## src/rtl/data_mem_if.sv

```systemverilog
// Load/store bridge between the core datapath and a single-beat acked memory port.
// Handles lane alignment, sign/zero extension, access faults and ack timeout.
//
// state  | meaning
// -------+--------------------------------------------------------------
// S_IDLE | waiting for a legal, aligned MemRead/MemWrite; latches request
// S_REQ  | memReq held high until memAck or the cycle counter expires
// S_DONE | one bubble cycle with stall released, then back to S_IDLE
module data_mem_if #(
    parameter int TIMEOUT = 16
) (
    input  logic        clk,
    input  logic        reset,
    input  logic        MemWrite,
    input  logic        MemRead,
    input  logic [2:0]  funct3,
    input  logic [31:0] ALUResult,
    input  logic [31:0] rd2,
    output logic [31:0] ReadData,
    output logic        stall,
    output logic        accessFault,
    output logic        timeout,
    output logic        memReq,
    output logic        memWe,
    output logic [31:0] memAddr,
    output logic [31:0] memWdata,
    output logic [3:0]  memBe,
    input  logic [31:0] memRdata,
    input  logic        memAck
);

    localparam int CW = (TIMEOUT > 1) ? $clog2(TIMEOUT) : 1;
    localparam logic [CW-1:0] CNT_LAST = CW'(TIMEOUT - 1);

    typedef enum logic [1:0] {
        S_IDLE = 2'b00,
        S_REQ  = 2'b01,
        S_DONE = 2'b10
    } state_t;

    state_t state_q, state_d;

    logic          access;
    logic          is_store;
    logic          f3_legal;
    logic          aligned;
    logic          accept;
    logic          reject;
    logic          cnt_last;
    logic [3:0]    st_be;
    logic [31:0]   st_wdata;
    logic [31:0]   load_ext;
    logic [31:0]   byte_shift;
    logic [31:0]   half_shift;

    logic [31:0]   addr_q;
    logic [1:0]    off_q;
    logic [2:0]    f3_q;
    logic          we_q;
    logic [3:0]    be_q;
    logic [31:0]   wdata_q;
    logic [CW-1:0] cnt_q;
    logic          timeout_q;

    // Request qualification against the live IDLE-cycle inputs
    always_comb begin
        access   = MemRead | MemWrite;
        is_store = MemWrite;
        f3_legal = 1'b0;
        aligned  = 1'b1;
        case (funct3)
            3'b000, 3'b001, 3'b010: f3_legal = 1'b1;
            3'b100, 3'b101:         f3_legal = ~is_store;
            default:                f3_legal = 1'b0;
        endcase
        case (funct3[1:0])
            2'b01:   aligned = ~ALUResult[0];
            2'b10:   aligned = (ALUResult[1:0] == 2'b00);
            default: aligned = 1'b1;
        endcase
        accept = (state_q == S_IDLE) & access & f3_legal & aligned;
        reject = (state_q == S_IDLE) & access & ~(f3_legal & aligned);
    end

    // Store lane steering; loads carry no byte enables
    always_comb begin
        st_be    = 4'b0000;
        st_wdata = 32'h0000_0000;
        if (is_store) begin
            case (funct3[1:0])
                2'b00: begin
                    st_be    = 4'b0001 << ALUResult[1:0];
                    st_wdata = {4{rd2[7:0]}};
                end
                2'b01: begin
                    st_be    = ALUResult[1] ? 4'b1100 : 4'b0011;
                    st_wdata = {2{rd2[15:0]}};
                end
                default: begin
                    st_be    = 4'b1111;
                    st_wdata = rd2;
                end
            endcase
        end
    end

    always_comb begin
        byte_shift = memRdata >> {off_q, 3'b000};
        half_shift = memRdata >> {off_q[1], 4'b0000};
        case (f3_q)
            3'b000:  load_ext = {{24{byte_shift[7]}}, byte_shift[7:0]};
            3'b001:  load_ext = {{16{half_shift[15]}}, half_shift[15:0]};
            3'b100:  load_ext = {24'h00_0000, byte_shift[7:0]};
            3'b101:  load_ext = {16'h0000, half_shift[15:0]};
            default: load_ext = memRdata;
        endcase
    end

    assign cnt_last = (cnt_q == CNT_LAST);

    always_ff @(posedge clk or negedge reset) begin
        if (!reset) begin
            state_q <= S_IDLE;
        end else begin
            state_q <= state_d;
        end
    end

    always_comb begin
        state_d = state_q;
        case (state_q)
            S_IDLE: if (accept) state_d = S_REQ;
            S_REQ:  if (memAck || cnt_last) state_d = S_DONE;
            S_DONE: state_d = S_IDLE;
            default: state_d = S_IDLE;
        endcase
    end

    // Stall and fault are forced low while reset is held, regardless of inputs
    always_comb begin
        memReq      = (state_q == S_REQ);
        stall       = reset & (accept | (state_q == S_REQ));
        accessFault = reset & reject;
        memWe       = memReq & we_q;
        memBe       = memReq ? be_q : 4'b0000;
        memWdata    = memReq ? wdata_q : 32'h0000_0000;
        memAddr     = addr_q;
        timeout     = timeout_q;
    end

    always_ff @(posedge clk or negedge reset) begin
        if (!reset) begin
            addr_q    <= 32'h0000_0000;
            off_q     <= 2'b00;
            f3_q      <= 3'b000;
            we_q      <= 1'b0;
            be_q      <= 4'b0000;
            wdata_q   <= 32'h0000_0000;
            cnt_q     <= '0;
            timeout_q <= 1'b0;
            ReadData  <= 32'h0000_0000;
        end else if (accept) begin
            addr_q  <= {ALUResult[31:2], 2'b00};
            off_q   <= ALUResult[1:0];
            f3_q    <= funct3;
            we_q    <= is_store;
            be_q    <= st_be;
            wdata_q <= st_wdata;
            cnt_q   <= '0;
        end else if (state_q == S_REQ) begin
            if (memAck) begin
                if (!we_q) ReadData <= load_ext;
            end else if (cnt_last) begin
                timeout_q <= 1'b1;
                if (!we_q) ReadData <= 32'h0000_0000;
            end else begin
                cnt_q <= cnt_q + 1'b1;
            end
        end
    end

endmodule

```

## config.mk

```make
export PLATFORM = sky130hd
export DESIGN_NAME = data_mem_if
export DESIGN_NICKNAME = d
export VERILOG_FILES = /design/src/rtl/data_mem_if.sv
export SDC_FILE = /design/constraint.sdc
export NUM_CORES = 1
export LEC_CHECK = 0
export BUFFER_PORTS_ARGS = -buffer_cell sky130_fd_sc_hd__buf_2
export CELL_PAD_IN_SITES_DETAIL_PLACEMENT = 1
export CELL_PAD_IN_SITES_GLOBAL_PLACEMENT = 1
export CORE_MARGIN = 1.5
export CORE_UTILIZATION = 39
export CTS_BUF_LIST = sky130_fd_sc_hd__clkbuf_4
export DETAILED_ROUTE_END_ITERATION = 6
export HOLD_SLACK_MARGIN = 0.05
export PLACE_DENSITY_LB_ADDON = 0.25
export REMOVE_ABC_BUFFERS = 1
export SYNTH_ARGS = -nofsm -noshare
export SYNTH_HDL_FRONTEND = slang
export SYNTH_SLANG_ARGS = --single-unit
```

## constraint.sdc

```tcl
create_clock -name clk -period 2.32 [get_ports clk]
set_input_delay 0.116 -clock clk [delete_from_list [all_inputs] [get_ports clk]]
set_output_delay 0.116 -clock clk [all_outputs]
set_load 0.005 [all_outputs]
```

==> impl_results.html <==
<table>
<tr><th>Metric</th><th>Value</th></tr>
<tr><th colspan="2">Synthesis</th></tr>
<tr><td>Leading post-synthesis cells by cell area</td><td>dfrtp_1 50%, mux2_2 10%, mux2_4 3.7%</td></tr>
<tr><td>Seq cells post-synth</td><td>111</td></tr>
<tr><td>Count of warnings emitted by yosys</td><td>0</td></tr>
<tr><td>Post-synthesis area per instance</td><td>11.1 µm²</td></tr>
<tr><td>Number of instances in the synthesized netlist</td><td>504</td></tr>
<tr><td>Complex-gate fraction of the synthesized area</td><td>0.143</td></tr>
<tr><td>Primary flip-flop cell chosen by synthesis mapping</td><td>dfrtp_1</td></tr>
<tr><td>Post-synthesis share of cell area spent on full adders, half adders and majority gates</td><td>0.00892</td></tr>
<tr><td>Share of synthesized area occupied by flip-flops and latches</td><td>0.495</td></tr>
<tr><td>Post-synthesis simple-gate area fraction</td><td>0.119</td></tr>
<tr><td>Portion of netlist area occupied by mux cells</td><td>0.177</td></tr>
<tr><td>Async set-reset flop share out of synthesis</td><td>1.00</td></tr>
<tr><td>Synth area leader</td><td>dfrtp_1</td></tr>
<tr><td>Number of distinct standard cells referenced by the synthesized netlist</td><td>50</td></tr>
<tr><td>Top cell type's share of synthesized area</td><td>0.495</td></tr>
<tr><td>Synthesized cell area</td><td>5610 µm²</td></tr>
<tr><td>Post-Synth XOR/XNOR Area</td><td>0.00468</td></tr>
<tr><td>Number of flops mapped to enable cells by yosys</td><td>0</td></tr>
<tr><td>Largest family of logic cells by synthesized area</td><td>multiplexers</td></tr>
<tr><th colspan="2">Floorplan</th></tr>
<tr><td>Die boundary height</td><td>123 µm</td></tr>
<tr><td>I/O pin total</td><td>209</td></tr>
<tr><td>Placeable core area</td><td>14000 µm²</td></tr>
<tr><td>Die Span X</td><td>123 µm</td></tr>
<tr><td>Rows</td><td>43</td></tr>
<tr><td>Area enclosed by the die boundary</td><td>15100 µm²</td></tr>
<tr><td>Effective utilization at floorplan</td><td>0.401</td></tr>
<tr><th colspan="2">Place</th></tr>
<tr><td>Post-placement cell count</td><td>around 870</td></tr>
<tr><td>Placed cell areas</td><td>6850 µm²</td></tr>
<tr><td>DPL Wire Length</td><td>12.1 mm</td></tr>
<tr><td>Global placer's final weighted congestion</td><td>0.765</td></tr>
<tr><td>Count of buffers inserted at the top-level ports</td><td>206</td></tr>
<tr><th colspan="2">Timing</th></tr>
<tr><td>Least-Margin Pin Slew</td><td>598 ps</td></tr>
<tr><td>Remaining max-slew budget at the tightest pin</td><td>0.598</td></tr>
<tr><td>Count of final hold-check violations</td><td>0</td></tr>
<tr><td>Total negative slack for setup checks</td><td>0 ps</td></tr>
<tr><td>Period Utilization, post-route</td><td>0.951</td></tr>
<tr><td>RSZ-0062 raised after global routing</td><td>false</td></tr>
<tr><td>Top achievable clock speed</td><td>approximately 0.45 GHz</td></tr>
<tr><td>Minimum period implied by the final worst setup slack</td><td>roughly 2200 ps</td></tr>
<tr><td>Worst clock skew on the final layout</td><td>around 21 ps</td></tr>
<tr><td>Total count of max-transition violations in the final report</td><td>0</td></tr>
<tr><td>Hold Slack</td><td>69.0 ps</td></tr>
<tr><td>Total setup violations reported at the end of the flow</td><td>0</td></tr>
<tr><th colspan="2">Clocking</th></tr>
<tr><td>TritonCTS Buffers</td><td>9</td></tr>
<tr><td>Reg clk slew, reported paths</td><td>160 ps</td></tr>
<tr><td>Total number of clock tree sinks</td><td>111</td></tr>
<tr><td>Max Root-Sink Buffers</td><td>2</td></tr>
<tr><td>Worst-Skew Late Latency</td><td>approximately 500 ps</td></tr>
<tr><td>CTS Root Cell</td><td>clkbuf_4</td></tr>
<tr><td>Post-CTS setup repair buffer count</td><td>0</td></tr>
<tr><td>CTS HTree Levels</td><td>3</td></tr>
<tr><td>TritonCTS clock tree</td><td>done</td></tr>
<tr><th colspan="2">Job</th></tr>
<tr><td>Number of max-capacitance violations reported</td><td>0</td></tr>
<tr><th colspan="2">Setup path</th></tr>
<tr><td>Critical path arrival</td><td>between 2000 and 2500 ps</td></tr>
<tr><td>Critical Path Sink Type</td><td>output port</td></tr>
<tr><td>Element type at the critical path start</td><td>primary input</td></tr>
<tr><td>Max FO, Critical Path</td><td>46</td></tr>
<tr><td>Required time at the worst-slack endpoint</td><td>2200 ps</td></tr>
<tr><td>Classification of the worst setup path</td><td>primary input to output port</td></tr>
<tr><th colspan="2">Cells and area</th></tr>
<tr><td>Count of non-filler cells in the finished layout</td><td>980</td></tr>
<tr><td>Commonest non-fill, non-tap cells in the layout</td><td>205 x buf_2, 111 x dfrtp_1, 92 x dlygate4sd3_1</td></tr>
<tr><td>Area growth syn-to-layout</td><td>41.5%</td></tr>
<tr><td>Total non-filler cell area in the finished layout</td><td>7940 µm²</td></tr>
<tr><td>Most common cell after layout, fill and taps aside</td><td>buf_2</td></tr>
<tr><td>Final net count</td><td>902</td></tr>
<tr><td>Proportion of layout cells with a drive suffix above 1</td><td>0.389</td></tr>
<tr><td>Fraction of the core area covered by cells at the end of the flow</td><td>0.567</td></tr>
<tr><th colspan="2">GRT</th></tr>
<tr><td>Wire length of the first global-routing pass</td><td>29.4 mm</td></tr>
<tr><td>Vias in the first global route</td><td>5614</td></tr>
<tr><td>Residual overflow from global routing</td><td>0</td></tr>
<tr><td>Total GRT Usage</td><td>0.254</td></tr>
<tr><td>Maximum number of pins on one net before global-route repair</td><td>47</td></tr>
<tr><td>Number of antenna violations at the first check in global routing</td><td>1</td></tr>
<tr><th colspan="2">Drt</th></tr>
<tr><td>First-pass DRT Iterations</td><td>5</td></tr>
<tr><td>Overall routed net length</td><td>~19 mm</td></tr>
<tr><td>DR iter-0 viols</td><td>177</td></tr>
<tr><td>Post-route ant nets</td><td>0</td></tr>
<tr><td>Number of vias per cell after detailed routing</td><td>about 5.2</td></tr>
<tr><td>Number of vias in the routed layout</td><td>about 5000</td></tr>
<tr><td>DRC viols</td><td>0</td></tr>
<tr><td>Average wire per standard cell</td><td>19.2 µm</td></tr>
<tr><th colspan="2">Power</th></tr>
<tr><td>Total power density per cell area</td><td>912 nW/µm²</td></tr>
<tr><td>Static leakage power</td><td>4.08 nW</td></tr>
<tr><td>Worst IR Drop VDD</td><td>0.590 mV</td></tr>
<tr><th colspan="2">Worst hold path</th></tr>
<tr><td>Path type of the worst min-delay path</td><td>primary input to flip-flop</td></tr>
<tr><th colspan="2">Status</th></tr>
<tr><td>Run status</td><td>completed</td></tr>
</table>
[area by class of cell]
type / count / area, µm²
Tap cell: 180 / 225
Sequential cell: 111 / 2780
Clock buffer: 9 / 67.6
Clock inverter: 7 / 87.6
Antenna cell: 1 / 2.50
Fill cell: 1590 / 6050
Multi-Input combinational cell: 332 / 2570
Timing Repair Buffer: 317 / 2120
Inverter: 23 / 86.3
[repair_timing]
| action | CTS | global route |
|---|---|---|
| hold buffers | 92 | 0 |
| setup endpoints to repair | 1 | 1 |
| resized for setup | 1 | 2 |
| hold endpoints to repair | 204 | 0 |
[path summary, 6_finish.rpt]
kind,from,end,slack [ps],cells after the start
hold reg to reg,timeout,timeout,500,1
setup reg to reg,off_q[1],ReadData[3],350,5
max in group asynchronous,reset,memAddr[10],1450,3
min in group asynchronous,reset,wdata_q[2],90,2
hold / removal,rd2[22],wdata_q[22],70,4
setup / recovery,ALUResult[1],stall,110,8
[power breakdown]
part | leakage [nW] | switching (W) | internal (W)
combinational | 2.60 | 0.00132 | 0.00157
clock | 0.0871 | 0.000665 | 0.000430
sequential | 1.39 | 0.000524 | 0.00273
[state kept, by name, summed over array words and instances (netlist names)]
register and flops:
ReadData 32, be_q 4, cnt_q 4, f3_q 3, memAddr 30, off_q 2, state_q 2, timeout 1
wdata_q 32, we_q 1
[cell families after synthesis]
group                    count (synthesis)
AO/OA/AOI/OAI                          105
XOR/XNOR                                 3
adder cells (fa/ha/maj)                  4
buffers and inverters                   62
flip-flops                             111
multiplexers                            84
other                                    1
AND/OR/NAND/NOR                        134
[worst max-delay path: stages]
cell	delay (ps)
dlygate4sd3_1	550
buf_2	150
or3b_1	380
o211ai_2	120
nand3_4	170
buf_12	240
a21boi_1	200
buf_2	140
[routing by layer]
layer | GRT usage | share of wire | vias to the layer above
li1 | - | - | 2339
met1 | 0.289 | 0.39 | 2547
met2 | 0.466 | 0.53 | 191
met3 | 0.0650 | 0.061 | 29
met4 | 0.0749 | 0.021 | 0
met5 | 0 | 0 | -
[per-stage QoR]
step	total power (W)	setup slack, ps
finish	0.00723	114
global route	0.00772	21.1
CTS	0.00725	50.1
detailed placement	0.00602	244
global placement	0.00586	396
floorplan	0.00467	-864
[cells in the mapped netlist, types with 3 or more instances]
master and n:
buf_6 4, buf_2 13, dfrtp_1 111, a21boi_0 10
nor2b_1 9, mux2_1 5, a22o_1 8, and2_1 32
mux2i_1 14, ha_1 4, nand2_1 22, o21a_1 7
nor3_1 3, inv_1 23, a211oi_1 8, a21o_1 3
o21ai_0 22, a21oi_1 3, nand3_1 5, a221oi_1 7
nor2_1 49, mux2_4 14, a221o_1 16, o31ai_1 7
clkbuf_1 17, or3_1 3, o2bb2ai_1 7, mux2_2 50
Power figures use the tool's default switching activity.
